--- config.mk ---
export PLATFORM = sky130hd
export DESIGN_NAME = instr_fetch
export DESIGN_NICKNAME = d
export VERILOG_FILES = /design/src/rtl/common_pkg.sv /design/src/rtl/instr_fetch.sv
export SDC_FILE = /design/constraint.sdc
export NUM_CORES = 1
export LEC_CHECK = 0
export ABC_AREA = 1
export CAP_MARGIN = 15
export CORE_MARGIN = 2
export CORE_UTILIZATION = 30
export CTS_CLUSTER_SIZE = 28
export DETAILED_ROUTE_END_ITERATION = 10
export PLACE_DENSITY = 0.55
export SLEW_MARGIN = 15
export SYNTH_ARGS = -nofsm -noshare
export SYNTH_HDL_FRONTEND = slang
export SYNTH_SLANG_ARGS = --single-unit
--- constraint.sdc ---
create_clock -name i_clk -period 4 [get_ports i_clk]
set_input_delay 1 -clock i_clk [delete_from_list [all_inputs] [get_ports i_clk]]
set_output_delay 1 -clock i_clk [all_outputs]
set_load 0.005 [all_outputs]
--- src/rtl/common_pkg.sv ---
// Shared register identifiers and fetch sequencer state encoding for the 16-bit core.
package common_pkg;

  typedef enum logic [3:0] {
    R_ZR  = 4'd0,
    R_IP  = 4'd1,
    R_IR1 = 4'd2,
    R_IR2 = 4'd3,
    R_SP  = 4'd4,
    R_R0  = 4'd5,
    R_R1  = 4'd6,
    R_R2  = 4'd7,
    R_R3  = 4'd8
  } reg_id_e;

  typedef enum logic [2:0] {
    IDLE = 3'd0,
    RD1  = 3'd1,
    WB1  = 3'd2,
    INC1 = 3'd3,
    RD2  = 3'd4,
    WB2  = 3'd5,
    INC2 = 3'd6,
    DONE = 3'd7
  } fetch_state_e;

endpackage

--- src/rtl/instr_fetch.sv ---
// Instruction fetch sequencer: reads one or two words at IP into IR1/IR2 and advances IP,
// all through the register file's single write port.
module instr_fetch
  import common_pkg::*;
#(
  parameter logic [15:0] EXT_MASK  = 16'hF000,
  parameter logic [15:0] EXT_MATCH = 16'hF000
) (
  input  logic        i_clk,
  input  logic        i_rst_n,
  input  logic        i_start,
  output logic        o_busy,
  output logic        o_done,
  output logic        o_mem_req,
  output logic [15:0] o_mem_addr,
  input  logic        i_mem_ack,
  input  logic [15:0] i_mem_rdata,
  output logic        o_rf_wr_en,
  output reg_id_e     o_rf_dest_addr,
  output logic [15:0] o_rf_dest_data,
  output reg_id_e     o_rf_ab_addr,
  input  logic [15:0] i_rf_ab_data
);

  fetch_state_e state_q, state_d;
  logic [15:0]  ip_q, ip_d;
  logic [15:0]  word_q, word_d;
  logic         ext_q, ext_d;
  logic [15:0]  ip_inc;

  assign ip_inc       = ip_q + 16'd1;
  assign o_rf_ab_addr = R_IP;

  // Next-state logic. Outputs depend only on state_q and registers, never on i_mem_ack.
  always_comb begin
    state_d        = state_q;
    ip_d           = ip_q;
    word_d         = word_q;
    ext_d          = ext_q;
    o_busy         = 1'b1;
    o_done         = 1'b0;
    o_mem_req      = 1'b0;
    o_mem_addr     = 16'h0000;
    o_rf_wr_en     = 1'b0;
    o_rf_dest_addr = R_ZR;
    o_rf_dest_data = 16'h0000;

    case (state_q)
      IDLE: begin
        o_busy = 1'b0;
        if (i_start) begin
          ip_d    = i_rf_ab_data;
          state_d = RD1;
        end
      end
      RD1, RD2: begin
        o_mem_req  = 1'b1;
        o_mem_addr = ip_q;
        if (i_mem_ack) begin
          word_d  = i_mem_rdata;
          state_d = (state_q == RD1) ? WB1 : WB2;
        end
      end
      WB1: begin
        o_rf_wr_en     = 1'b1;
        o_rf_dest_addr = R_IR1;
        o_rf_dest_data = word_q;
        ext_d          = ((word_q & EXT_MASK) == EXT_MATCH);
        state_d        = INC1;
      end
      WB2: begin
        o_rf_wr_en     = 1'b1;
        o_rf_dest_addr = R_IR2;
        o_rf_dest_data = word_q;
        state_d        = INC2;
      end
      INC1, INC2: begin
        o_rf_wr_en     = 1'b1;
        o_rf_dest_addr = R_IP;
        o_rf_dest_data = ip_inc;
        ip_d           = ip_inc;
        if (state_q == INC1) begin
          state_d = ext_q ? RD2 : DONE;
        end else begin
          state_d = DONE;
        end
      end
      DONE: begin
        o_done  = 1'b1;
        state_d = IDLE;
      end
      default: state_d = IDLE;
    endcase
  end

  always_ff @(posedge i_clk or negedge i_rst_n) begin
    if (!i_rst_n) begin
      state_q <= IDLE;
      ip_q    <= 16'h0000;
      word_q  <= 16'h0000;
      ext_q   <= 1'b0;
    end else begin
      state_q <= state_d;
      ip_q    <= ip_d;
      word_q  <= word_d;
      ext_q   <= ext_d;
    end
  end

endmodule

==> Implementation_results.wiki, run 1 <==
{| class="wikitable"
! Metric !! Value
|-
| Post-Route Skew || 0.00323 ns
|-
| Required time at the endpoint of the critical path || 3.00 ns
|-
| Routed Wire Length || 6.78 mm
|-
| Pre-CTS worst setup slack || 1.14 ns
|-
| DPL Wire Length || 5.30 mm
|-
| Clock-pin slew of the registers on the worst-case setup and hold paths || 0.07 ns
|-
| Number of buffers on the longest clock path || 2
|-
| Global-route usage over all layers || 0.167
|-
| Drc violations || 0
|-
| Share of final-layout standard cells stronger than drive strength 1 || 0.0801
|-
| Routability cong. || 0.851
|-
| Setup Viol. Count Final || 0
|-
| Insertion delay of the later-clocked pin in the worst-skew pair || 0.29 ns
|-
| First-pass GRT wire length || 11.3 mm
|-
| Peak supply drop || 0.274 mV
|-
| Vias per cell || 4.60
|-
| Number of antenna-violating nets in the routed design || 0
|-
| Total design power || 2.73 mW
|-
| Worst hold margin || 0.470 ns
|-
| Classification of the worst-slack hold path || reg2reg
|-
| Count of H-tree levels built during CTS || 2
|-
| Most common cell after layout, fill and taps aside || sky130_fd_sc_hd__nand2_1
|-
| Die Span X || 92.6 um
|-
| Number of max-slew violations in the final report || 0
|-
| Antenna violations before repair || 0
|-
| Final Hold Fails || 0
|-
| Post-synthesis cell type count || 28
|-
| Synthesized flop and latch total || 36
|-
| Number of gates given a new drive strength after cts || 0
|-
| Critical Path Slowest Stage Cell || sky130_fd_sc_hd__clkdlybuf4s50_1
|-
| DR vias || 2363
|-
| Via count of the first global-routing pass || 2267
|-
| Setup TNS Final || 0 ns
|-
| Period utilisation layout || 0.797
|-
| Count of hold-fix buffers inserted at cts || 0
|-
| 1st-pass router iterations || 5
|-
| Congestion Overflow GR || 0
|-
| Outcome || complete, no violations
|-
| Biggest fanout along the worst timing path || 5
|-
| Utilization of the core after routing || 0.418
|-
| Delay of the slowest critical-path stage || 0.51 ns
|-
| Root Buffer || sky130_fd_sc_hd__clkbuf_8
|-
| Kind of critical path || reg2out
|-
| Peak Freq || 0.314 GHz
|-
| Count of synthesis-stage warnings from yosys || 0
|-
| Actual slew at the worst max-slew pin || 0.511 ns
|-
| Effective utilization at floorplan || 0.308
|-
| Signed area change from the synthesized netlist to the final layout || 35.7%
|-
| Critical path arrival || 2.19 ns
|-
| CP cell instances || ha_1 -> nand3_1 -> inv_1 -> nand2_1 -> o21ai_0 -> nand3_2 -> nand2_1 -> clkdlybuf4s50_1
|-
| Number of clock buffers inserted by TritonCTS || 5
|-
| Kind of start point of the critical path || register
|-
| Leading area contributor after synthesis || sky130_fd_sc_hd__dfrtp_1
|-
| Clock period minus final worst setup slack || 3.19 ns
|-
| Die area || 0.00857 sq mm
|-
| Drt wl/cell || 13.2 um
|-
| Unrepaired setup endpoints after global routing || no
|-
| Maximum number of pins on one net before global-route repair || 37
|-
| Most used cells in the layout excluding fill and tap cells || sky130_fd_sc_hd__nand2_1 (112), sky130_fd_sc_hd__clkdlybuf4s50_1 (73), sky130_fd_sc_hd__nor2_1 (47)
|-
| PortBufs || 73
|-
| Most used cell, CP || sky130_fd_sc_hd__nand2_1
|-
| Headroom to the max-slew limit || 0.658
|-
| Endpoint class of the critical path || primary output
|-
| Boundary Pins || 80
|-
| Mean area per synthesized cell || 6.86 sq um
|-
| Syn Std Cell Area || 0.00235 sq mm
|-
| Buffers inserted by post-CTS timing repair || 0
|-
| Top cells by area, synth || sky130_fd_sc_hd__dfrtp_1 (38%), sky130_fd_sc_hd__nand2_1 (18%), sky130_fd_sc_hd__nor2_1 (7.5%)
|-
| Leakage power figure || 1.57 nW
|-
| Row count || 32
|-
| DRT iter0 DRCs || 144
|-
| Inserted Diodes || 0
|-
| Die height || 92.6 um
|-
| Standard cell core area || 0.00765 sq mm
|-
| Sequential-to-total area share from yosys stat || 0.383
|-
| Nets || 449
|-
| Number of clock sinks || 36
|-
| Synth Instances || 343
|-
| Reported max-cap violation count || 0
|-
| Worst setup margin || 0.811 ns
|-
| Yosys top cell area share || 0.383
|-
| Clock tree from TritonCTS || built
|-
| Power per cell area || 856 mW/mm^2
|}
[power by group]
part	internal, mW	switching (mW)
Combinational	0.780	0.945
Clock	0.154	0.132
Sequential	0.549	0.173
[layout make-up]
type / instances / area (sq um)
sequential: 36 / 901
fill: 807 / 4450
multi-input combinational: 255 / 1170
inverter: 37 / 141
clock buffer: 7 / 96.3
timing repair buffer: 77 / 761
tap: 102 / 128
[cells by family (layout without fill, tap and decap cells)]
logic type,after synthesis,after routing,synth area share
and+or+nand+nor,205,205,0.375
buffers and inverters,56,121,0.128
AOI/OAI and AO/OA,42,42,0.102
DFF,36,36,0.383
other,2,6,0.00319
adders and majority gates,1,1,0.00532
xor gates and xnor gates,1,1,0.00372
[routing by layer]
layer	vias up	global-route usage	wire length [um]
li1	1207	-	-
met5	-	0	0
met2	69	0.257	3160
met1	1079	0.240	3140
met4	0	0.0460	104
met3	8	0.0317	379
[cell usage after synthesis]
| cell | n |
|---|---|
| sky130_fd_sc_hd__nand2_1 | 112 |
| sky130_fd_sc_hd__nor2_1 | 47 |
| sky130_fd_sc_hd__dfrtp_1 | 36 |
| sky130_fd_sc_hd__nand3_1 | 31 |
| sky130_fd_sc_hd__inv_1 | 30 |
| sky130_fd_sc_hd__o21ai_0 | 20 |
| sky130_fd_sc_hd__a21oi_1 | 11 |
| sky130_fd_sc_hd__buf_4 | 9 |
| sky130_fd_sc_hd__nand3_2 | 7 |
| sky130_fd_sc_hd__inv_2 | 6 |
| sky130_fd_sc_hd__a31oi_1 | 5 |
| sky130_fd_sc_hd__buf_6 | 5 |
| sky130_fd_sc_hd__clkbuf_1 | 3 |
| sky130_fd_sc_hd__nand4_1 | 3 |
| sky130_fd_sc_hd__a22oi_2 | 2 |
| sky130_fd_sc_hd__conb_1 | 2 |
| sky130_fd_sc_hd__nand2_2 | 2 |
| sky130_fd_sc_hd__nor2_4 | 2 |
| sky130_fd_sc_hd__buf_12 | 1 |
| sky130_fd_sc_hd__buf_2 | 1 |
| sky130_fd_sc_hd__ha_1 | 1 |
| sky130_fd_sc_hd__inv_4 | 1 |
| sky130_fd_sc_hd__nor2_2 | 1 |
| sky130_fd_sc_hd__o211ai_1 | 1 |
| sky130_fd_sc_hd__o21a_1 | 1 |
| sky130_fd_sc_hd__o21ai_1 | 1 |
| sky130_fd_sc_hd__o21ai_2 | 1 |
| sky130_fd_sc_hd__xor2_1 | 1 |
[registers in the layout, indices dropped and copies added (netlist names)]
register	cells
ip_q	16
word_q	16
state_q	3
ext_q	1
[worst max-delay path, delay by kind of cell, from the launching register on]
kind,cells,cell delay [ns]
buf+inv,2,0.61
fa+ha+maj,1,0.22
compound gates,1,0.22
simple gates,4,0.46
flops,1,0.40
[final timing paths]
kind	from	endpoint	slack [ns]	cells past startpoint
worst min-delay path	word_q[11]$_DFFE_PN0P_	word_q[11]$_DFFE_PN0P_	0.47	2
worst max register to register	state_q[1]$_DFFE_PN0P_	word_q[5]$_DFFE_PN0P_	2.20	7
max in group asynchronous	i_rst_n	ip_q[14]$_DFFE_PN0P_	2.52	2
worst min register to register	word_q[11]$_DFFE_PN0P_	word_q[11]$_DFFE_PN0P_	0.47	2
worst max-delay path	ip_q[1]$_DFFE_PN0P_	o_rf_dest_data[12]	0.81	8
min in group asynchronous	i_rst_n	ip_q[2]$_DFFE_PN0P_	1.13	2
[stage by stage]
stage / area, sq um / cells
final: 3190 / 514
after global routing: 3190 / 514
after CTS: 3190 / 514
after detailed placement: 3100 / 507
after global placement: 3100 / 507
after floorplan: 2370 / 347
No activity file was read; power rests on OpenSTA's default activity.
==> run 2, diff against run 1 <==
- PLACE_DENSITY: 0.55 -> 0.57
- clock period: 4 -> 2.69 ns (I/O delays scaled with it)
==> run 2 against run 1 <==
First-iteration DRC count increased by 9.0%. Design area increased by 9.7%. Worst setup slack got worse by 0.81 ns. Die area unchanged. Sequential power increased by 52%. Register-to-register slack got worse by 1.6 ns. Global-route usage increased by 0.74 points. Power increased by 67%. Critical endpoint is now o_rf_dest_data[9]. Sequential cell count unchanged. Non-clock buffer count increased by 21.
==> Implementation_results.wiki, run 2 (synthesis results as in run 1) <==
{| class="wikitable"
! Metric !! Value
|-
| Fill cell count || 786
|-
| Post-route non-filler standard cell count || 537
|-
| Utilization of the core after routing || 0.458
|-
| PortBufs || 73
|-
| Kind of start point of the critical path || register
|-
| Kind of critical path || reg2out
|-
| Count of hold-fix buffers inserted at cts || 0
|-
| Drt wl/cell || 13.8 um
|-
| Count of placed standard cells including taps || 509
|-
| Routed Wire Length || 7.40 mm
|-
| Standard cell core area || 0.00765 sq mm
|-
| Number of buffers on the longest clock path || 2
|-
| Register cell area after layout || 908 sq um
|-
| Clock-pin slew of the registers on the worst-case setup and hold paths || 0.08 ns
|-
| CP cell instances || nand2_2 -> nor2_1 -> nand2_2 -> o21ai_0 -> nand3_2 -> nand2_1 -> clkdlybuf4s50_1
|-
| Most used cells in the layout excluding fill and tap cells || sky130_fd_sc_hd__nand2_1 (107), sky130_fd_sc_hd__clkdlybuf4s50_1 (67), sky130_fd_sc_hd__nor2_1 (38)
|-
| Worst hold margin || 0.474 ns
|-
| Post-Route Skew || 0.00633 ns
|-
| Reported max-cap violation count || 0
|-
| Die Span X || 92.6 um
|-
| Maximum number of pins on one net before global-route repair || 37
|-
| Required time at the endpoint of the critical path || 2.02 ns
|-
| Via count of the first global-routing pass || 2334
|-
| Power per cell area || 1300 mW/mm^2
|-
| Top Family by Delay on Critical Path || simple AND/OR/NAND/NOR gates
|-
| Number of clock sinks || 36
|-
| Setup Viol. Count Final || 0
|-
| Insertion delay of the later-clocked pin in the worst-skew pair || 0.29 ns
|-
| Die area || 0.00857 sq mm
|-
| DPL Wire Length || 5.36 mm
|-
| Clock period minus final worst setup slack || 2.69 ns
|-
| DRT iter0 DRCs || 157
|-
| Congestion Overflow GR || 0
|-
| Count of H-tree levels built during CTS || 2
|-
| Boundary Pins || 80
|-
| Leakage power figure || 1.77 nW
|-
| Antenna violations before repair || 0
|-
| Delay of the slowest critical-path stage || 0.50 ns
|-
| Number of clock buffers inserted by TritonCTS || 5
|-
| Setup TNS Final || 0 ns
|-
| Critical Path Slowest Stage Cell || sky130_fd_sc_hd__clkdlybuf4s50_1
|-
| Drc violations || 0
|-
| Number of max-slew violations in the final report || 0
|-
| Clock tree from TritonCTS || built
|-
| Area of the multi-input gates || 0.00128 sq mm
|-
| Signed area change from the synthesized netlist to the final layout || 48.9%
|-
| Period utilisation layout || 0.999
|-
| Unrepaired setup endpoints after global routing || yes
|-
| DR vias || 2492
|-
| Routability cong. || 0.866
|-
| Effective utilization at floorplan || 0.308
|-
| Peak supply drop || 0.499 mV
|-
| Inserted Diodes || 0
|-
| Root Buffer || sky130_fd_sc_hd__clkbuf_8
|-
| Row count || 32
|-
| Biggest fanout along the worst timing path || 5
|-
| Final Hold Fails || 0
|-
| Number of antenna-violating nets in the routed design || 0
|-
| First-pass GRT wire length || 11.7 mm
|-
| Endpoint class of the critical path || primary output
|-
| Die height || 92.6 um
|-
| Outcome || complete, no violations
|-
| 1st-pass router iterations || 4
|-
| Vias per cell || 4.64
|-
| Crit path buf inv count || 1
|-
| Classification of the worst-slack hold path || reg2reg
|-
| Most used cell, CP || sky130_fd_sc_hd__nand2_2
|-
| Global-route usage over all layers || 0.175
|-
| Critical path arrival || 2.02 ns
|-
| Most common cell after layout, fill and taps aside || sky130_fd_sc_hd__nand2_1
|-
| Peak Freq || 0.372 GHz
|-
| Share of final-layout standard cells stronger than drive strength 1 || 0.195
|-
| Nets || 472
|-
| Top Registers || ip_q x16, word_q x16, state_q x3
|}
[run 2: cell count changes in the layout (fill, tap and decap cells not counted), sizes merged]
cell,previous run,this run
clkdlybuf4s50,73,67
clkinv,0,1
dlymetal6s2s,0,4
dlygate4sd2,0,2
buf,4,25
clkinvlp,0,1
[run 2: cell type report]
class                           count  share of cell area
Clock buffer                        7              0.0275
Inverter                           37              0.0425
Multi-Input combinational cell    255               0.366
Sequential cell                    36               0.259
Tap cell                          102              0.0364
Timing Repair Buffer               98               0.264
Timing Repair inverter              2             0.00393
[run 2: repair_timing]
| item | CTS | global route |
|---|---|---|
| gates cloned | 1 | 1 |
| endpoints found under the hold margin | 0 | 0 |
| pin swaps | 5 | 5 |
| setup endpoints to repair | 29 | 20 |
| resized for setup | 31 | 23 |
| setup buffers | 8 | 11 |
[run 2: worst reg2reg max path, delay by kind of cell, from the launching register on]
kind | cells | cell delay [ns]
flops | 1 | 0.45
compound gates | 1 | 0.08
simple gates | 4 | 0.71
buf+inv | 4 | 0.69
[run 2: final timing paths]
check                                       start                    end  slack (ns)  cells past startpoint
max in group asynchronous                 i_rst_n    ip_q[2]$_DFFE_PN0P_        1.51                      2
min                         word_q[2]$_DFFE_PN0P_  word_q[2]$_DFFE_PN0P_        0.47                      2
min reg2reg                 word_q[2]$_DFFE_PN0P_  word_q[2]$_DFFE_PN0P_        0.47                      2
min in group asynchronous                 i_rst_n   ip_q[13]$_DFFE_PN0P_        0.82                      2
max reg2reg                state_q[0]$_DFFE_PN0P_    ip_q[8]$_DFFE_PN0P_        0.65                      9
max                           ip_q[4]$_DFFE_PN0P_      o_rf_dest_data[9]       0.002                      7
[run 2: metrics by stage]
| step | power (mW) | worst slack (ns) | area, sq um |
|---|---|---|---|
| 6_report | 4.55 | 0.00174 | 3500 |
| 5_1_grt | 4.96 | -0.0946 | 3500 |
| 4_1_cts | 4.37 | 0.00498 | 3350 |
| 3_5_place_dp | 3.70 | 0.148 | 3110 |
| 3_3_place_gp | 3.65 | 0.219 | 3110 |
| 2_1_floorplan | 2.64 | 0.835 | 2370 |
[run 2: power by group]
group | internal, mW | switching (mW)
combinational | 1.41 | 1.62
clock | 0.228 | 0.194
sequential | 0.827 | 0.275
[run 2: metal layers]
layer / wire length [um] / vias to the layer above / part of all wire / GRT usage
met3: 301 / 6 / 0.041 / 0.0269
met2: 3830 / 76 / 0.52 / 0.295
met5: 0 / - / 0 / 0
met4: 101 / 0 / 0.014 / 0.0585
met1: 3170 / 1158 / 0.43 / 0.228
li1: - / 1252 / - / -
